[config.mk]
export PLATFORM = sky130hd
export DESIGN_NAME = keypad_event_tracker
export DESIGN_NICKNAME = d
export VERILOG_FILES = /design/src/rtl/keypad_event_tracker.sv
export SDC_FILE = /design/constraint.sdc
export NUM_CORES = 1
export LEC_CHECK = 0
export BUFFER_PORTS_ARGS = -buffer_cell sky130_fd_sc_hd__buf_2
export CAP_MARGIN = 20
export CORE_MARGIN = 3
export CORE_UTILIZATION = 28
export DETAILED_ROUTE_END_ITERATION = 6
export GPL_TIMING_DRIVEN = 0
export SYNTH_ARGS = -nofsm -noshare
export SYNTH_HDL_FRONTEND = slang
export SYNTH_SLANG_ARGS = --single-unit
[constraint.sdc]
create_clock -name clk -period 5.05 [get_ports clk]
set_input_delay 0.2525 -clock clk [delete_from_list [all_inputs] [get_ports clk]]
set_output_delay 0.2525 -clock clk [all_outputs]
set_load 0.05 [all_outputs]
[src/rtl/keypad_event_tracker.sv]
// Tracks NUM_KEYS keys from the PS/2 make/break stream. Emits press, release and
// auto-repeat events into a first-word-fall-through FIFO that the game logic drains.
module keypad_event_tracker #(
  parameter int                    NUM_KEYS      = 10,
  parameter logic [NUM_KEYS*9-1:0] KEY_TABLE     = {9'h175, 9'h16b, 9'h172, 9'h174, 9'h01c,
                                                    9'h01d, 9'h01b, 9'h023, 9'h029, 9'h05a},
  parameter int                    FIFO_DEPTH    = 8,
  parameter int                    REPEAT_DELAY  = 25000000,
  parameter int                    REPEAT_PERIOD = 5000000,
  localparam int                   KEY_W         = $clog2(NUM_KEYS),
  localparam int                   CNT_W         = $clog2(NUM_KEYS + 1)
) (
  input  logic                clk,
  input  logic                resetN,
  input  logic [8:0]          keyCode,
  input  logic                make,
  input  logic                brakee,
  input  logic                evPop,
  output logic [NUM_KEYS-1:0] keysHeld,
  output logic [CNT_W-1:0]    heldCount,
  output logic [KEY_W-1:0]    lastKey,
  output logic                lastKeyValid,
  output logic                evValid,
  output logic [KEY_W-1:0]    evKey,
  output logic                evRelease,
  output logic                evRepeat,
  output logic                evOverflow
);

  localparam int AW      = $clog2(FIFO_DEPTH);
  localparam int TMR_MAX = (REPEAT_DELAY > REPEAT_PERIOD) ? REPEAT_DELAY : REPEAT_PERIOD;
  localparam int TMR_W   = $clog2(TMR_MAX + 1);

  typedef struct packed {
    logic [KEY_W-1:0] key;
    logic             rel;
    logic             rep;
  } ev_t;

  logic                hit, held_hit;
  logic [KEY_W-1:0]    idx;
  logic [NUM_KEYS-1:0] sel, held_nxt;
  logic [CNT_W-1:0]    cnt_nxt;
  logic                is_press, is_release, rep_fire, push_req, do_push, do_pop, full;
  ev_t                 push_ev, head;
  logic [TMR_W-1:0]    timer;
  logic [AW-1:0]       wr_ptr, rd_ptr;
  logic [AW:0]         count;
  ev_t                 mem [FIFO_DEPTH];

  // Scan downwards so the lowest matching table index is the one left standing.
  // NOTE: every always_comb output gets a default first so no latch is inferred.
  always_comb begin
    hit      = 1'b0;
    held_hit = 1'b0;
    idx      = '0;
    sel      = '0;
    for (int i = NUM_KEYS - 1; i >= 0; i--) begin
      if (keyCode == KEY_TABLE[(NUM_KEYS-1-i)*9 +: 9]) begin
        hit      = 1'b1;
        held_hit = keysHeld[i];
        idx      = KEY_W'(i);
        sel      = '0;
        sel[i]   = 1'b1;
      end
    end
  end

  // A simultaneous make+break is a break; typematic makes on held keys are silent.
  assign is_press   = make & ~brakee & hit & ~held_hit;
  assign is_release = brakee & hit & held_hit;

  always_comb begin
    held_nxt = keysHeld;
    if (is_press)   held_nxt = keysHeld | sel;
    if (is_release) held_nxt = keysHeld & ~sel;
    cnt_nxt = '0;
    for (int i = 0; i < NUM_KEYS; i++) cnt_nxt = cnt_nxt + CNT_W'(held_nxt[i]);
  end

  // Keyboard events take the FIFO slot; a coinciding repeat is dropped silently.
  assign rep_fire = lastKeyValid & (timer == TMR_W'(1));
  assign push_req = is_press | is_release | rep_fire;
  assign push_ev  = (is_press | is_release) ? ev_t'{key: idx, rel: is_release, rep: 1'b0}
                                            : ev_t'{key: lastKey, rel: 1'b0, rep: 1'b1};

  assign full    = (count == (AW + 1)'(FIFO_DEPTH));
  assign do_pop  = evPop & (count != '0);
  assign do_push = push_req & (~full | do_pop);

  // NOTE: the event storage has no reset; ev* are gated by evValid instead.
  always_ff @(posedge clk) begin
    if (do_push) mem[wr_ptr] <= push_ev;
  end

  // NOTE: all sequential state uses non-blocking assignments.
  always_ff @(posedge clk or negedge resetN) begin
    if (!resetN) begin
      keysHeld     <= '0;
      heldCount    <= '0;
      lastKey      <= '0;
      lastKeyValid <= 1'b0;
      timer        <= '0;
      wr_ptr       <= '0;
      rd_ptr       <= '0;
      count        <= '0;
      evOverflow   <= 1'b0;
    end else begin
      keysHeld  <= held_nxt;
      heldCount <= cnt_nxt;

      if (is_press) begin
        lastKey      <= idx;
        lastKeyValid <= 1'b1;
        timer        <= TMR_W'(REPEAT_DELAY);
      end else if (is_release && idx == lastKey) begin
        lastKeyValid <= 1'b0;
        timer        <= '0;
      end else if (lastKeyValid) begin
        timer <= rep_fire ? TMR_W'(REPEAT_PERIOD) : timer - TMR_W'(1);
      end

      if (do_push) wr_ptr <= wr_ptr + AW'(1);
      if (do_pop)  rd_ptr <= rd_ptr + AW'(1);
      if (do_push && !do_pop)      count <= count + (AW + 1)'(1);
      else if (do_pop && !do_push) count <= count - (AW + 1)'(1);
      if (push_req && full && !do_pop) evOverflow <= 1'b1;
    end
  end

  assign head      = mem[rd_ptr];
  assign evValid   = (count != '0);
  assign evKey     = evValid ? head.key : '0;
  assign evRelease = evValid & head.rel;
  assign evRepeat  = evValid & head.rep;

endmodule
==> results.yml <==
sta:
  finalSetupViolCount: 0
  rsz0062_at_grt: "no"
  max-slew-margin-rel_pct: 33.2
  finalHoldViolations: 0
  fmax_mhz: 208
  period_minus_slack_ns: 4.80
  tightest_slew_ns: 0.993
  holdWs_ns: 0.206
  drv_slew: 0
  finalCritPeriodShare_pct: 95.1
  skew_ns: 0.00863
critical_path:
  r2r_slack_ns: 0.38
  critPathRequiredTime_ns: 5.28
  endpoint_kind: "register"
  cp-start-kind: "input port"
  cp_slowest_cell: "or4b_1"
  cp_max_fo: 10
  cpMostUsedCell: "fa_1"
  crit_chain: "buf_2 > or4b_1 > or4_1 > nand2b_1 > o41ai_1 > nor4_4 > clkbuf_2 > a21oi_1 > a21oi_1 > fa_1 > inv_1 > fa_1 > fa_1 > inv_1 > ha_1 > fa_1 > xnor2_1"
  cp_slowest_stage_delay_ns: 0.60
  worstPathArrival_ns: 5.03
  critical_path_class: "in -> reg"
route:
  vias_per_cell: 4.94
  drc: 0
  routed_wirelength_mm: 11.9
  vias: 3890
  drt_iter0_markers: 295
  ant_nets: 0
  dr.pass1.iters: 5
  wire_per_inst_um: 15.1
finish:
  fillers: 1903
  num-nets-final: 552
  layout_commonest_cell: "dfrtp_1"
  n_antenna_cell: 0
  stdcell_area_mm2: 0.00630
  area_growth_pct: 16.4
  drive_above_1_share_pct: 19.0
  final_cell_mix: "55 x dfrtp_1, 48 x edfxtp_1, 46 x buf_2"
synth:
  synth_cell_types: 63
  synth_ff_type: "dfrtp_1"
  yosysWarningCount: 0
  netlist_area_mm2: 0.00541
  synth_enable_flop_cells: 48
  ys_async_sr_fraction_pct: 53.4
  synth_cells: 466
  synth_fp_nets: 496
  ys_seq_elements: 103
  syn-mean-instance-area_um2: 11.6
  synth-seq-area-share_pct: 52.1
global_routing:
  grtUsageTotal_pct: 11.5
  grt_antenna_before_repair: 0
  overflow: 0
  grt_start_max_net_pins: 32
  first_global_vias: 3943
  grt_first_pass_wirelength_mm: 20.1
pwr:
  p_leak_nw: 2.50
  vdd_drop_max_mv: 0.179
  pwr-share-comb_pct: 28.2
  p_per_area_mw_per_mm2: 391
  p_sw_share_pct: 34.8
  p_seq_share_pct: 44.7
  p_int_mw: 1.61
  p_switching_uw: 858
  total_power_mw: 2.46
  clkPwrFrac_pct: 27.1
clock_network:
  root_buffer: "clkbuf_16"
  cts_made_buffers: 9
  clock_latency_ns: 0.35
  clockBufferDepth: 2
  clk_pin_slew_ns: 0.07
  cts_sinks: 103
  h-tree-depth: 3
  cts_tree: "done"
min_path:
  hold_class: "in -> reg"
job:
  max-cap-violations: 0
floorplanning:
  ios: 41
  die_w_um: 145
  start_util_pct: 28.7
  core_region_area_mm2: 0.0188
  fp.dieH_um: 145
  die_area_mm2: 0.0210
  fp-row-count: 50
place:
  gp_congestion: 0.840
  portBuffers: 40
  place_area_mm2: 0.00598
  dp_hpwl_mm: 8.75
run_status:
  status: "finished, final reports clean"
-- sequential cells by signal, summed over array words and instances (netlist names) --
name	count
keysHeld	10
timer	25
heldCount	4
lastKey	4
count	4
evOverflow	1
lastKeyValid	1
rd_ptr	3
wr_ptr	3
mem	48
-- critical path: cells and delay by family --
kind                       cells  cell delay, ns
xor gates and xnor gates       1            0.14
adders and majority gates      5            1.98
AOI/OAI and AO/OA              3            0.53
buffers and inverters          4            0.55
and+or+nand+nor                4            1.58
-- layout make-up --
cell class / count / area (µm²) / area share, %
flip-flops and latches: 103 / 2820 / 44.8
clock inverters: 6 / 51.3 / 0.815
repair buffers: 46 / 265 / 4.21
well taps: 260 / 325 / 5.17
multi-input cells: 318 / 2430 / 38.7
clock buffers: 10 / 229 / 3.64
inverters: 21 / 78.8 / 1.25
plain buffers: 23 / 95.1 / 1.51
-- metrics by stage --
stage          instances  utilization [%]  worst slack, ns  TNS [ns]
2_1_floorplan        466                -            0.254         0
3_3_place_gp         766             31.5           -0.589     -1.52
3_5_place_dp         769             31.8           -0.590     -1.52
4_1_cts              786             33.3            0.186         0
5_1_grt              787             33.4           0.0131         0
6_report             787             33.4            0.249         0
-- power groups by stage --
stage	sequential (mW)	combinational (mW)	clock [mW]
global route	1.12	0.765	0.719
CTS	1.10	0.705	0.688
global placement	1.11	0.677	0
floorplan	1.11	0.532	0
finish	1.10	0.694	0.668
detailed placement	1.12	0.700	0
-- cell usage after synthesis (3+ instances only) --
| cell type | number | share of area, % |
|---|---|---|
| o21ai_0 | 29 | 2.7 |
| nor3_1 | 29 | 2.7 |
| a31oi_1 | 10 | 1.2 |
| nor4b_1 | 3 | 0.49 |
| mux2_1 | 5 | 1.0 |
| buf_2 | 6 | 0.56 |
| nor2b_1 | 6 | 0.69 |
| mux2_2 | 3 | 0.62 |
| or3_1 | 3 | 0.35 |
| a21o_1 | 8 | 1.1 |
| xnor2_1 | 12 | 1.9 |
| fa_1 | 7 | 2.6 |
| nand4_1 | 3 | 0.35 |
| or4_1 | 7 | 0.97 |
| edfxtp_1 | 48 | 27 |
| nor4_1 | 11 | 1.3 |
| clkbuf_1 | 12 | 0.83 |
| mux4_2 | 12 | 5.0 |
| mux2i_1 | 8 | 1.5 |
| ha_1 | 9 | 2.1 |
| xor2_1 | 5 | 0.81 |
| nor2_1 | 33 | 2.3 |
| nand2b_1 | 7 | 0.81 |
| nand3b_1 | 3 | 0.42 |
| nand2_1 | 23 | 1.6 |
| dfrtp_1 | 55 | 25 |
| inv_1 | 20 | 1.4 |
| nand3_1 | 5 | 0.46 |
| a21oi_1 | 28 | 2.6 |
| o22ai_1 | 3 | 0.35 |
| and4_1 | 5 | 0.81 |
| buf_1 | 6 | 0.42 |
-- what timing repair did --
action,4_1_cts,5_1_grt
resized for setup,1,2
pin swaps,1,0
gates cloned,0,0
setup endpoints to repair,2,2
endpoints found under the hold margin,13,0
hold buffers,1,0
setup buffers,1,0
-- worst paths after layout --
path	endpoint	cells after the start	startpoint
max	heldCount[2]$_DFF_PN0_	17	keyCode[8]
min	rd_ptr[2]$_DFFE_PN0P_	3	evPop
max reg2reg	heldCount[2]$_DFF_PN0_	15	keysHeld[8]$_DFF_PN0_
min reg2reg	evOverflow$_DFFE_PN0P_	1	evOverflow$_DFFE_PN0P_
max in group asynchronous	timer[0]$_DFFE_PN0P_	3	resetN
min in group asynchronous	count[1]$_DFFE_PN0P_	2	resetN
-- metal layers --
metal | up-vias | wire length, µm | track usage (%)
met5 | - | 0 | 0
met4 | 0 | 116 | 2.80
met3 | 10 | 453 | 2.84
met2 | 80 | 5760 | 18.6
met1 | 1940 | 5580 | 15.7
li1 | 1860 | - | -
-- cell families (layout without fill, tap and decap cells) --
| group | after synthesis | after routing | synth area share (%) |
|---|---|---|---|
| and+or+nand+nor | 158 | 158 | 17.2 |
| DFF | 103 | 103 | 52.1 |
| AOI/OAI and AO/OA | 99 | 99 | 11.8 |
| buffers and inverters | 45 | 106 | 3.26 |
| muxes | 28 | 28 | 8.14 |
| xor gates and xnor gates | 17 | 17 | 2.75 |
| adders and majority gates | 16 | 16 | 4.67 |
Power figures use the tool's default switching activity.
